==> src/rtl/instruction_fetch_unit_if.sv <==
// Fetch-stage bus: ROM port, branch inputs and the IR/valid outputs to the instruction decoder.
// The fetch unit takes the master modport; the ROM/decoder side (or a bench) takes the slave.
interface instruction_fetch_unit_if #(
   parameter int ADDR_W  = 8,
   parameter int INSTR_W = 49
);
   logic               stall;
   logic               zero_flag;
   logic [INSTR_W-1:0] rom_data;
   logic               rom_en;
   logic [ADDR_W-1:0]  rom_addr;
   logic [ADDR_W-1:0]  pc;
   logic [INSTR_W-1:0] instruction;
   logic               instr_valid;
   logic               halted;

   modport master (
      input  stall, zero_flag, rom_data,
      output rom_en, rom_addr, pc, instruction, instr_valid, halted
   );

   modport slave (
      output stall, zero_flag, rom_data,
      input  rom_en, rom_addr, pc, instruction, instr_valid, halted
   );
endinterface

==> src/rtl/instruction_fetch_unit.sv <==
// Fetch stage: REQ/WAIT/ISSUE cadence, instruction register, BZ/BNZ/BRA resolved locally.
// Define IFU_HALT_EN to make opcode 5'h1F park the unit in a HALT state until reset.
module instruction_fetch_unit #(
   parameter int                ADDR_W   = 8,
   parameter int                INSTR_W  = 49,
   parameter logic [ADDR_W-1:0] RESET_PC = '0
) (
   input  logic                     clk,
   input  logic                     rst,
   instruction_fetch_unit_if.master bus
);
   localparam logic [2:0] S_IDLE  = 3'd0;
   localparam logic [2:0] S_REQ   = 3'd1;
   localparam logic [2:0] S_WAIT  = 3'd2;
   localparam logic [2:0] S_ISSUE = 3'd3;
`ifdef IFU_HALT_EN
   localparam logic [2:0] S_HALT  = 3'd4;
   localparam logic [4:0] OP_HALT = 5'h1F;
`endif
   localparam logic [4:0] OP_BZ   = 5'h10;
   localparam logic [4:0] OP_BNZ  = 5'h11;
   localparam logic [4:0] OP_BRA  = 5'h12;

   logic [2:0]         state_q, state_d;
   logic [ADDR_W-1:0]  pc_q, pc_d;
   logic [INSTR_W-1:0] ir_q, ir_d;
   logic               valid_q, valid_d;
   logic [4:0]         ir_op;
   logic [ADDR_W-1:0]  target;
`ifdef IFU_HALT_EN
   logic               halted_q, halted_d;
`endif

   // Branches (and HALT when enabled) never reach the decoder.
   function automatic logic executable(input logic [4:0] op);
      logic ok;
      ok = !(op inside {OP_BZ, OP_BNZ, OP_BRA});
`ifdef IFU_HALT_EN
      if (op == OP_HALT) ok = 1'b0;
`endif
      return ok;
   endfunction

   assign ir_op  = ir_q[INSTR_W-1 -: 5];
   assign target = ir_q[ADDR_W-1:0];

   always_comb begin
      // NOTE: every signal gets a default before the case so no path leaves it unassigned (no latches).
      state_d = state_q;
      pc_d    = pc_q;
      ir_d    = ir_q;
      valid_d = 1'b0;
`ifdef IFU_HALT_EN
      halted_d = halted_q;
`endif
      case (state_q)
         S_IDLE: state_d = S_REQ;
         S_REQ:  if (!bus.stall) state_d = S_WAIT;
         S_WAIT: begin
            ir_d    = bus.rom_data;
            valid_d = executable(bus.rom_data[INSTR_W-1 -: 5]);
            state_d = S_ISSUE;
         end
         S_ISSUE: begin
            ir_d    = '0;
            state_d = S_REQ;
            pc_d    = pc_q + ADDR_W'(1);
            if ((ir_op == OP_BRA) ||
                (ir_op == OP_BZ  &&  bus.zero_flag) ||
                (ir_op == OP_BNZ && !bus.zero_flag))
               pc_d = target;
`ifdef IFU_HALT_EN
            if (ir_op == OP_HALT) begin
               pc_d     = pc_q;
               halted_d = 1'b1;
               state_d  = S_HALT;
            end
`endif
         end
`ifdef IFU_HALT_EN
         S_HALT: state_d = S_HALT;
`endif
         default: state_d = S_IDLE;
      endcase
   end

   // NOTE: sequential state uses non-blocking assignments only; the comb block above uses blocking.
   always_ff @(posedge clk or posedge rst) begin
      if (rst) begin
         state_q <= S_IDLE;
         pc_q    <= RESET_PC;
         ir_q    <= '0;
         valid_q <= 1'b0;
`ifdef IFU_HALT_EN
         halted_q <= 1'b0;
`endif
      end else begin
         state_q <= state_d;
         pc_q    <= pc_d;
         ir_q    <= ir_d;
         valid_q <= valid_d;
`ifdef IFU_HALT_EN
         halted_q <= halted_d;
`endif
      end
   end

   assign bus.rom_en      = (state_q == S_REQ) && !bus.stall;
   assign bus.rom_addr    = pc_q;
   assign bus.pc          = pc_q;
   assign bus.instruction = ir_q;
   assign bus.instr_valid = valid_q;
`ifdef IFU_HALT_EN
   assign bus.halted      = halted_q;
`else
   assign bus.halted      = 1'b0;
`endif
endmodule

==> src/flat_wrapper.sv <==
// flat-port wrapper written by rule: the top's interface ports become plain ports
module instruction_fetch_unit_flat 
#(
   parameter int                ADDR_W   = 8,
   parameter int                INSTR_W  = 49,
   parameter logic [ADDR_W-1:0] RESET_PC = '0
)
  (clk, rst, bus_stall, bus_zero_flag, bus_rom_data, bus_rom_en, bus_rom_addr, bus_pc, bus_instruction, bus_instr_valid, bus_halted);
  instruction_fetch_unit_if #(.ADDR_W(ADDR_W), .INSTR_W(INSTR_W)) bus_i ();
  input  logic clk;
  input  logic rst;
  input wire logic [$bits(bus_i.stall)-1:0] bus_stall;
  input wire logic [$bits(bus_i.zero_flag)-1:0] bus_zero_flag;
  input wire logic [$bits(bus_i.rom_data)-1:0] bus_rom_data;
  output wire logic [$bits(bus_i.rom_en)-1:0] bus_rom_en;
  output wire logic [$bits(bus_i.rom_addr)-1:0] bus_rom_addr;
  output wire logic [$bits(bus_i.pc)-1:0] bus_pc;
  output wire logic [$bits(bus_i.instruction)-1:0] bus_instruction;
  output wire logic [$bits(bus_i.instr_valid)-1:0] bus_instr_valid;
  output wire logic [$bits(bus_i.halted)-1:0] bus_halted;
  assign bus_i.stall = bus_stall;
  assign bus_i.zero_flag = bus_zero_flag;
  assign bus_i.rom_data = bus_rom_data;
  assign bus_rom_en = bus_i.rom_en;
  assign bus_rom_addr = bus_i.rom_addr;
  assign bus_pc = bus_i.pc;
  assign bus_instruction = bus_i.instruction;
  assign bus_instr_valid = bus_i.instr_valid;
  assign bus_halted = bus_i.halted;
  instruction_fetch_unit #(.ADDR_W(ADDR_W), .INSTR_W(INSTR_W), .RESET_PC(RESET_PC)) u_core (.clk(clk), .rst(rst), .bus(bus_i));
endmodule
==> config.mk <==
export PLATFORM = sky130hd
export DESIGN_NAME = instruction_fetch_unit_flat
export DESIGN_NICKNAME = d
export VERILOG_FILES = /design/src/rtl/instruction_fetch_unit_if.sv /design/src/rtl/instruction_fetch_unit.sv /design/src/flat_wrapper.sv
export SDC_FILE = /design/constraint.sdc
export NUM_CORES = 1
export LEC_CHECK = 0
export CORE_AREA = 2 2 84 86
export DETAILED_ROUTE_END_ITERATION = 10
export DIE_AREA = 0 0 86 88
export PLACE_DENSITY = 0.79
export SETUP_SLACK_MARGIN = 0.15
export SYNTH_ARGS = -nofsm -noshare
export SYNTH_HDL_FRONTEND = slang
export SYNTH_SLANG_ARGS = --single-unit
export TNS_END_PERCENT = 5
==> constraint.sdc <==
create_clock -name clk -period 2.4 [get_ports clk]
set_input_delay 0.48 -clock clk [delete_from_list [all_inputs] [get_ports clk]]
set_output_delay 0.48 -clock clk [all_outputs]
set_load 0.01 [all_outputs]
* Word level (Yosys, flattened, before mapping)
Index checks and enable logic that the tools add are counted.
** Storage, ports and cells
- Output and inout bits :: 68
- Bits in registers :: 61
- Bits of input ports :: 53
** Operators by class
- Mux-type cells :: 5
- Equality and inequality tests :: 10
- Reductions and logical operators :: 12
- Add/subtract/negate cells :: 1
** Operators by type and width (number)
- 49-bit one-hot mux with 2 select lines :: 1
- 5-bit equality test, second input constant :: 6
- 3-bit one-hot mux with 3 select lines :: 1
- 8-bit by 1-bit adder with 8-bit output, second input constant :: 1
- 8-bit two-way mux :: 1
- 3-bit by 2-bit equality test with 1-bit output, second input constant :: 2
- 3-bit by 1-bit equality test with 1-bit output, second input constant :: 1
- 1-bit logical AND :: 3
- 1-bit logical NOT :: 3
- 3-bit logical NOT :: 1
- 3-bit two-way mux :: 1
- 3-bit nonzero test :: 1
- 1-bit logical OR :: 2
- 2-bit inequality test, second input constant :: 1
- 2-bit nonzero test :: 1
- 2-bit OR reduction :: 1
- 1-bit two-way mux :: 1

* Depth between registers and ports, before layout
Gate-level depths: netlist of the first run.
- Word-level depth :: 5
- Depth in mapped cells :: 6

* Worst setup path before layout of the first run
OpenSTA, ideal clock, no wires.
- Path kind :: input to register
- Start :: input port bus_zero_flag
- End :: register u_core.pc_q[0], in the netlist u_core.bus.pc[0]
- Stages on the path :: 5
- Library setup time :: 0.127 ns
- Path buffers :: 1
- Slack :: 0.979 ns
- Arrival time :: 1.295 ns
- Path through :: o21ai_0 -> and4b_1 -> buf_6 -> nor3b_1 -> a311o_2
** On the way
- Word-level cells in the longest chain between the ends :: 4
- Elaborated cells on any way between the ends :: 6
** Ends and longest elaborated chain
- start: declaration :: line flat_wrapper.sv:13 : input wire logic [$bits(bus_i.zero_flag)-1:0] bus_zero_flag;
- 1-bit logical AND / 1-bit logical NOT (equally long branches) :: line instruction_fetch_unit.sv:69, instruction_fetch_unit.sv:70
- 1-bit logical OR / 1-bit logical AND (equally long branches) :: line instruction_fetch_unit.sv:68, instruction_fetch_unit.sv:70
- 1-bit logical OR * :: line instruction_fetch_unit.sv:69 : (ir_op == OP_BZ && bus.zero_flag) ||
- 8-bit two-way mux * :: line instruction_fetch_unit.sv:68 : if ((ir_op == OP_BRA) ||
- end signal: assignment :: line instruction_fetch_unit.sv:99 : pc_q <= pc_d;
- end: declaration :: line instruction_fetch_unit.sv:25 : logic [ADDR_W-1:0] pc_q, pc_d;
Every way passes the cells marked *; elsewhere a longest branch is shown, timed or not.
A chain may end at the register's enable or synchronous reset.

* Final worst setup path of the first run
- Start :: register u_core.pc_q[0], in the netlist u_core.bus.pc[0]
- End :: output port bus_rom_addr[0]
** RTL lines
- end: declaration :: line flat_wrapper.sv:16 : output wire logic [$bits(bus_i.rom_addr)-1:0] bus_rom_addr;
No word-level cell between the ends.

==> impl_metrics.env, run 1 <==
export IMPL_cp_cell_sequence="clkdlybuf4s50_1"
export IMPL_intPower_mw=3.44
export IMPL_place_gp_congestion=0.770
export IMPL_relSlewSlack_pct=60.8
export IMPL_synthTopCellsByArea="dfrtp_1 (55%), mux2i_1 (21%), nor2_1 (7.3%)"
export IMPL_seq_area_frac_synth_pct=55.1
export IMPL_grt_use_total_pct=17.8
export IMPL_dpl_cell_area_um2=3940
export IMPL_setup_violations=0
export IMPL_syn_inst=245
export IMPL_num_io_pins=121
export IMPL_period_needed_ps=1860
export IMPL_crit_path_end_kind="output pin"
export IMPL_dieArea_um2=7570
export IMPL_syn2layout_area_growth_pct=52.6
export IMPL_drc=0
export IMPL_diodes=0
export IMPL_die_h_um=88
export IMPL_cts_path_max_buffers=2
export IMPL_worstSkewPairLatency_ps=320
export IMPL_io_buffers=119
export IMPL_irDropWorstVdd_mv=0.578
export IMPL_use_met1_pct=22.4
export IMPL_drive_gt1_share_pct=7.16
export IMPL_avgSynthCellArea_um2=11.1
export IMPL_start_kind="flop"
export IMPL_power_net_switching_mw=1.88
export IMPL_pwr_share_comb_pct=48.4
export IMPL_synth_cell_types=28
export IMPL_p_sw_share_pct=35.4
export IMPL_power_leakage_nw=1.82
export IMPL_critPathMaxFanout=8
export IMPL_drtPass1Iterations=5
export IMPL_crit_arrival_ps=1380
export IMPL_synth_seq_cells=60
export IMPL_dp_cells=427
export IMPL_clock_power_share_pct=18.5
export IMPL_holdBufCountCts=0
export IMPL_synthTopCellsByCount="dfrtp_1 (60), mux2i_1 (56), nor2_1 (53)"
export IMPL_die_x_um=86
export IMPL_start_util_pct=41.0
export IMPL_grt_use_met3_pct=6.22
export IMPL_dr_first_iter_drc_count=70
export IMPL_reg2reg_slack_ps=810
export IMPL_netlist_area_um2=2730
export IMPL_syn_nets=302
export IMPL_cts_root_buf="clkbuf_8"
export IMPL_use_met2_pct=28.4
export IMPL_p_per_area_nw_per_um2=1280
export IMPL_hold_viol_final=0
export IMPL_cpPeakStageDelay_ps=580
export IMPL_finalNonFillerCells=443
export IMPL_grt_ovfl_total=0
export IMPL_rows=30
export IMPL_tns_ps=0
export IMPL_grt_pass1_wl_mm=10.4
export IMPL_worstMarginPinSlew_ps=588
export IMPL_ant_nets=0
export IMPL_cts_tree="built"
export IMPL_cap_violations=0
export IMPL_cp_required_ps=1920
export IMPL_seq_power_share_pct=33.1
export IMPL_dp_slack_ps=325
export IMPL_routed_via_density=4.89
export IMPL_synth_top_cell_by_area="dfrtp_1"
export IMPL_grt_pass1_vias=2127
export IMPL_rsz0062_at_grt="false"
export IMPL_antenna_found_initial=0
export IMPL_fin_area_um2=4160
export IMPL_cts_sinks=60
export IMPL_postRouteWirelength_mm=6.46
export IMPL_crit_type="reg2out"
export IMPL_path_clk_slew_ps=70
export IMPL_cp_top_family="buffers and inverters"
export IMPL_outcome="completed"
export IMPL_synth_edf_count=0
export IMPL_cts_max_level=3
export IMPL_cp_slowest_cell="clkdlybuf4s50_1"
export IMPL_setup_ws_ps=539
export IMPL_synth_most_common_cell="dfrtp_1"
export IMPL_core_um2=6640
export IMPL_route_detailed_wl_per_inst_um=14.6
export IMPL_postLayoutCoreUtil_pct=62.6
export IMPL_numCtsBuffers=9
export IMPL_detailroute_via_count=2166
export IMPL_timing_final_max_slew_violations=0
export IMPL_nets=415
export IMPL_crit_buf_inv=1
export IMPL_fin_skew_ps=4.99
export IMPL_ys_flop_type="dfrtp_1"
export IMPL_finalCritPeriodShare_pct=77.5
export IMPL_maxClockFrequency_mhz=537
export IMPL_holdCritPathClass="reg2reg"
export IMPL_yosysWarnings=0
export IMPL_async_flop_share_pct=100
export IMPL_grt_max_degree=34
export IMPL_synth_top_cell_area_share_pct=55.1
export IMPL_hpwl_mm=4.61
export IMPL_top_usage_layer="met2"
layer usage:
metal / vias to the layer above / share of wire [%]
li1: 1039 / -
met1: 1054 / 44
met2: 69 / 48
met3: 4 / 6.9
met4: 0 / 0.74
met5: - / 0
through the flow:
| stage | hold slack [ps] | power (mW) |
|---|---|---|
| 2_1_floorplan | 496 | 3.14 |
| 4_1_cts | 524 | 5.39 |
| 3_3_place_gp | 502 | 4.30 |
| 3_5_place_dp | 509 | 4.38 |
| 5_1_grt | 540 | 5.68 |
| 6_report | 515 | 5.32 |
power groups by stage:
stage               clock, mW  combinational (mW)  sequential, mW
floorplan                   0                1.24            1.90
global placement            0                2.54            1.76
detailed placement          0                2.61            1.77
CTS                      1.01                2.61            1.76
global route             1.06                2.79            1.83
finish                  0.986                2.57            1.76
final cells by class:
type                       count  area [µm²]
multi-input combinational    152        1050
tap                           80         100
clock inverter                 5        75.1
fill                         582        2480
inverter                       9        33.8
timing repair buffer         126        1260
clock buffer                  11         141
sequential                    60        1500
final timing paths:
path | startpoint | end | cells after the start
max | u_core.bus.pc[0] | bus_rom_addr[0] | 1
min | u_core.bus.instruction[9] | u_core.bus.instruction[9] | 2
max reg2reg | u_core.state_q[0] | u_core.bus.instruction[11] | 5
min reg2reg | u_core.bus.instruction[9] | u_core.bus.instruction[9] | 2
max in group asynchronous | rst | u_core.bus.instruction[48] | 3
min in group asynchronous | rst | u_core.bus.instruction[12] | 2
registers in the layout, indices dropped and copies added, names as in the netlist:
| register | cells |
|---|---|
| u_core.bus.instruction | 49 |
| u_core.bus.pc | 8 |
| u_core.bus.instr_valid | 1 |
| u_core.state_q | 2 |
logic make-up (layout without fill, tap and decap cells):
logic type,after synthesis,after routing,synth area share (%)
adders and majority gates,4,4,1.84
AOI/OAI and AO/OA,18,18,4.27
other,1,1,0.138
muxes,56,56,20.6
buffers and inverters,33,151,6.61
DFF,60,60,55.1
and+or+nand+nor,73,73,11.5
layout by cell type (no fill, tap or decap), types with 2 or more instances in the layout:
cell	synthesis	layout
nand2_1	6	6
and3_1	4	4
a22oi_1	6	6
a21oi_1	2	2
nor2_1	53	53
inv_1	9	8
buf_4	9	6
ha_2	0	2
nand3_1	2	2
o21ai_0	4	4
clkbuf_8	0	10
bufinv_16	0	2
nor2b_1	2	2
clkdlybuf4s50_1	0	118
o21ai_1	3	3
dfrtp_1	60	60
clkinv_2	0	3
mux2i_1	56	56
ha_1	4	2
timing repair:
action	4_1_cts	5_1_grt
buffers inserted	0	0
endpoints found under the setup margin	0	1
gates resized for setup	0	1
Power figures use the tool's default switching activity.
==> inputs of run 2 (changes only) <==
==> constraint.sdc (replaced) <==
create_clock -name clk -period 1.9 [get_ports clk]
set_input_delay 0.38 -clock clk [delete_from_list [all_inputs] [get_ports clk]]
set_output_delay 0.38 -clock clk [all_outputs]
set_load 0.01 [all_outputs]
==> run 2 against run 1 <==
Effect of this change:
- clock power increased by 9%
- register-to-register slack worse by 440 ps
- critical path type unchanged
- sequential power grew 27%
- largest power group unchanged
==> impl_metrics.env, run 2 (synthesized netlist as in run 1, its figures left out) <==
export IMPL_tns_ps=0
export IMPL_grt_use_total_pct=17.7
export IMPL_crit_buf_inv=1
export IMPL_finalCritPeriodShare_pct=92.1
export IMPL_detailroute_via_count=2126
export IMPL_hold_viol_final=0
export IMPL_route_detailed_wl_per_inst_um=14.8
export IMPL_setup_ws_ps=150
export IMPL_grt_pass1_wl_mm=10.2
export IMPL_die_h_um=88
export IMPL_antenna_found_initial=0
export IMPL_holdCritPathClass="in2async"
export IMPL_nets=417
export IMPL_start_util_pct=41.0
export IMPL_multi_input_area_um2=1050
export IMPL_io_buffers=119
export IMPL_outcome="completed"
export IMPL_dpl_cell_area_um2=4010
export IMPL_dp_cells=429
export IMPL_dp_slack_ps=3.81
export IMPL_cts_sinks=60
export IMPL_reg2reg_from="u_core.state_q[0]"
export IMPL_top_usage_layer="met2"
export IMPL_routed_via_density=4.79
export IMPL_reg2reg_slack_ps=370
export IMPL_fin_area_um2=4190
export IMPL_cp_depth=1
export IMPL_rsz0062_at_grt="true"
export IMPL_ant_nets=0
export IMPL_cp_required_ps=1520
export IMPL_drive_gt1_share_pct=8.24
export IMPL_postRouteWirelength_mm=6.56
export IMPL_cp_slowest_cell="clkdlybuf4s50_1"
export IMPL_rows=30
export IMPL_dieArea_um2=7570
export IMPL_r2r_end="u_core.bus.instruction[43]"
export IMPL_use_met2_pct=28.5
export IMPL_grt_max_degree=40
export IMPL_diodes=0
export IMPL_maxClockFrequency_mhz=571
export IMPL_largest_reg_flops=49
export IMPL_cts_root_buf="clkbuf_8"
export IMPL_cts_max_level=3
export IMPL_cap_violations=0
export IMPL_period_needed_ps=1750
export IMPL_grt_use_met3_pct=5.84
export IMPL_setup_violations=0
export IMPL_num_io_pins=121
export IMPL_path_clk_slew_ps=70
export IMPL_core_um2=6640
export IMPL_cts_tree="built"
export IMPL_start_kind="flop"
export IMPL_dr_first_iter_drc_count=44
export IMPL_final_cell_mix="clkdlybuf4s50_1 (118), dfrtp_1 (59), mux2i_1 (56)"
export IMPL_power_leakage_nw=1.80
export IMPL_critPathMaxFanout=7
export IMPL_drc=0
export IMPL_hpwl_mm=4.73
export IMPL_fill_cells=560
export IMPL_worst_hold_slack_ps=450
export IMPL_numCtsBuffers=9
export IMPL_use_met1_pct=21.5
export IMPL_irDropWorstVdd_mv=0.772
export IMPL_postLayoutCoreUtil_pct=63.1
export IMPL_final_common_cell="clkdlybuf4s50_1"
export IMPL_cpPeakStageDelay_ps=580
export IMPL_fin_skew_ps=9.92
export IMPL_p_per_area_nw_per_um2=1590
export IMPL_worstSkewPairLatency_ps=340
export IMPL_die_x_um=86
export IMPL_crit_type="reg2out"
export IMPL_cp_cell_sequence="clkdlybuf4s50_1"
export IMPL_finalNonFillerCells=444
export IMPL_crit_arrival_ps=1370
export IMPL_cts_path_max_buffers=2
export IMPL_timing_final_max_slew_violations=0
export IMPL_grt_ovfl_total=0
export IMPL_place_gp_congestion=0.725
export IMPL_cp_top_family="buffers and inverters"
export IMPL_holdBufCountCts=0
export IMPL_worstRegToRegCells=5
export IMPL_final_seq_area_um2=1500
export IMPL_crit_path_end_kind="output pin"
export IMPL_drtPass1Iterations=4
export IMPL_syn2layout_area_growth_pct=53.8
export IMPL_power_total_mw=6.67
export IMPL_grt_pass1_vias=2133
==> run 2: cell types whose count changed in the layout (fill, tap and decap cells not counted), sizes merged <==
cell,previous run,this run
buf,7,9
bufinv,2,0
clkbuf,11,13
clkinv,3,2
clkinvlp,0,2
dlymetal6s2s,1,0
inv,9,8
==> run 2: how the worst max path moves through the flow <==
stage | startpoint | to | slack [ps]
2_1_floorplan | u_core.bus.instruction[44] | u_core.bus.pc[0] | 500
3_3_place_gp | bus_stall | bus_rom_en | 50
5_1_grt | u_core.bus.pc[4] | bus_rom_addr[4] | 60
4_1_cts | u_core.state_q[1] | bus_rom_en | 100
3_5_place_dp | bus_stall | bus_rom_en | 4
6_report | u_core.bus.pc[4] | bus_rom_addr[4] | 150
==> run 2: routing by layer <==
metal | part of all wire, % | wire length [µm]
met5 | 0 | 0
met4 | 1.8 | 121
met3 | 7.7 | 508
met2 | 49 | 3190
met1 | 42 | 2740
==> run 2: area by class of cell <==
type / instances / area share, %
flip-flops and latches: 60 / 35.9
clock inverters: 3 / 0.507
multi-input cells: 152 / 25.0
well taps: 80 / 2.39
clock buffers: 12 / 3.94
inverters: 9 / 0.896
repair buffers: 128 / 31.4
==> run 2: report_power, final <==
group          switching [mW]  internal (mW)
clock network           0.495          0.573
logic                    1.50           1.88
registers               0.426           1.80
total                    2.42           4.25
==> run 2: what timing repair did <==
item,in CTS,in global routing
buffers inserted,0,0
endpoints found under the setup margin,11,12
endpoints found under the hold margin,0,0
gates resized for setup,3,1
pin swaps,0,0
==> run 2: worst reg2reg max path, delay by kind of cell, from the launching register on <==
kind | cells | cell delay (ps)
flip-flops | 1 | 410
adder cells (fa/ha/maj) | 1 | 370
buffers and inverters | 2 | 330
AND/OR/NAND/NOR | 1 | 60
multiplexers | 1 | 230
==> inputs of run 3 (changes only) <==
--- a/config.mk
+++ b/config.mk
@@ -5,9 +5,9 @@
 export SDC_FILE = /design/constraint.sdc
 export NUM_CORES = 1
 export LEC_CHECK = 0
-export CORE_AREA = 2 2 84 86
+export CORE_AREA = 3 3 85 87
 export DETAILED_ROUTE_END_ITERATION = 10
-export DIE_AREA = 0 0 86 88
+export DIE_AREA = 0 0 88 90
 export PLACE_DENSITY = 0.79
 export SETUP_SLACK_MARGIN = 0.15
 export SYNTH_ARGS = -nofsm -noshare
==> run 3 against run 2 <==
Effect of this change:
- clock skew fell by 4.9 ps
- count of clock-buffer cells in the layout up 1
- worst setup slack improved by 12 ps
- cell area shrank 0.99%
- non-clock buffer count is 1 higher
- combinational power about the same
- wire length increased by 1.6%
- power down 1.6%
- via count up 1.8%
- sequential share of layout area is 0.39 points higher
- sequential power about the same
- clock power shrank 7%
- critical path type unchanged
==> impl_metrics.env, run 3 (synthesized netlist as in run 1, its figures left out) <==
export IMPL_power_leakage_nw=1.79
export IMPL_rows=29
export IMPL_finalCritPeriodShare_pct=91.5
export IMPL_postRouteWirelength_mm=6.66
export IMPL_detailroute_via_count=2165
export IMPL_period_needed_ps=1740
export IMPL_final_cell_mix="clkdlybuf4s50_1 (118), dfrtp_1 (58), mux2i_1 (56)"
export IMPL_worst_hold_slack_ps=458
export IMPL_crit_arrival_ps=1360
export IMPL_fin_area_um2=4150
export IMPL_die_x_um=88
export IMPL_finalNonFillerCells=442
export IMPL_seq_power_share_pct=33.8
export IMPL_reg2reg_from="u_core.bus.instruction[45]"
export IMPL_crit_type="reg2out"
export IMPL_p_sw_share_pct=36.4
export IMPL_reg2reg_slack_ps=390
export IMPL_grt_max_degree=40
export IMPL_p_per_area_nw_per_um2=1580
export IMPL_cts_root_buf="clkbuf_8"
export IMPL_critPathLaunch="u_core.bus.pc[2]"
export IMPL_die_h_um=90
export IMPL_worstSkewPairLatency_ps=330
export IMPL_grt_ovfl_total=0
export IMPL_cp_cell_sequence="clkdlybuf4s50_1"
export IMPL_cpPeakStageDelay_ps=580
export IMPL_irDropWorstVdd_mv=0.786
export IMPL_core_um2=6420
export IMPL_drive_gt1_share_pct=8.49
export IMPL_drtPass1Iterations=4
export IMPL_final_common_cell="clkdlybuf4s50_1"
export IMPL_path_clk_slew_ps=60
export IMPL_maxClockFrequency_mhz=575
export IMPL_dieArea_um2=7920
export IMPL_fill_cells=545
export IMPL_largest_reg_flops=49
export IMPL_start_util_pct=42.4
export IMPL_intPower_mw=4.17
export IMPL_worstRegToRegCells=5
export IMPL_num_io_pins=121
export IMPL_dpl_cell_area_um2=3970
export IMPL_io_buffers=119
export IMPL_fin_skew_ps=5.06
export IMPL_tns_ps=0
export IMPL_route_detailed_wl_per_inst_um=15.1
export IMPL_nets=418
export IMPL_place_gp_congestion=0.696
export IMPL_grt_pass1_wl_mm=11.0
export IMPL_holdCritPathClass="in2async"
export IMPL_clock_power_share_pct=15.2
export IMPL_cap_violations=0
export IMPL_final_seq_area_um2=1500
export IMPL_cp_required_ps=1520
export IMPL_numCtsBuffers=9
export IMPL_dr_first_iter_drc_count=72
export IMPL_cp_slowest_cell="clkdlybuf4s50_1"
export IMPL_drc=0
export IMPL_r2r_end="u_core.bus.pc[4]"
export IMPL_multi_input_area_um2=1050
export IMPL_hold_viol_final=0
export IMPL_routed_via_density=4.90
export IMPL_dp_cells=426
export IMPL_antenna_found_initial=0
export IMPL_crit_path_end_kind="output pin"
export IMPL_syn2layout_area_growth_pct=52.3
export IMPL_start_kind="flop"
export IMPL_cts_path_max_buffers=2
export IMPL_cts_max_level=3
export IMPL_timing_final_max_slew_violations=0
export IMPL_cts_sinks=60
export IMPL_cts_tree="built"
export IMPL_crit_buf_inv=1
export IMPL_ant_nets=0
export IMPL_rsz0062_at_grt="true"
export IMPL_pwr_share_comb_pct=51.0
export IMPL_diodes=0
export IMPL_power_net_switching_mw=2.39
export IMPL_postLayoutCoreUtil_pct=64.6
export IMPL_setup_violations=0
export IMPL_critPathMaxFanout=8
export IMPL_holdBufCountCts=0
export IMPL_grt_use_total_pct=17.9
export IMPL_grt_pass1_vias=2308
export IMPL_outcome="completed"
export IMPL_hpwl_mm=4.78
export IMPL_cp_top_family="buffers and inverters"
[run 3: what timing repair did]
item	4_1_cts	5_1_grt
buffers inserted	0	1
pin swaps	0	0
setup endpoints to repair	5	14
gates resized for setup	5	1
[run 3: metal layers]
metal	share of wire, %	vias up	track usage [%]
li1	-	1046	-
met1	41	1020	20.9
met2	49	90	29.3
met3	8.7	9	8.32
met4	1.0	0	4.60
met5	0	-	0
[run 3: layout make-up]
| cell class | count | share of cell area [%] |
|---|---|---|
| tap | 77 | 2.32 |
| clock inverter | 2 | 0.241 |
| multi-input combinational | 152 | 25.3 |
| sequential | 60 | 36.2 |
| timing repair buffer | 129 | 31.1 |
| inverter | 9 | 0.904 |
| clock buffer | 13 | 3.83 |
[run 3: per-stage QoR]
stage	power, mW	setup slack, ps
after floorplan	3.97	498
after global placement	5.50	73.2
after detailed placement	5.60	39.5
after CTS	6.65	116
after global routing	7.07	89.7
final	6.56	161
[run 3: how the worst max path moves through the flow]
| stage | to | slack (ps) | depth (start not counted) |
|---|---|---|---|
| after floorplan | u_core.bus.pc[0] | 500 | 4 |
| after global placement | bus_rom_en | 70 | 3 |
| after detailed placement | u_core.bus.pc[4] | 40 | 6 |
| after CTS | bus_rom_en | 120 | 4 |
| after global routing | bus_rom_addr[2] | 90 | 1 |
| final | bus_pc[2] | 160 | 1 |
[run 3: worst register-to-register path, stage by stage, from the launching register on]
cell,delay [ps]
dfrtp_1,410
o21ai_0,150
and4b_1,300
buf_12,170
mux2i_1,210
a22oi_1,120
[run 3: power by group through the flow]
| stage | Sequential [mW] | Combinational, mW | Clock (mW) |
|---|---|---|---|
| finish | 2.22 | 3.35 | 0.996 |
| global route | 2.31 | 3.66 | 1.10 |
| CTS | 2.23 | 3.39 | 1.03 |
| detailed placement | 2.23 | 3.37 | 0 |
| global placement | 2.22 | 3.28 | 0 |
| floorplan | 2.40 | 1.57 | 0 |
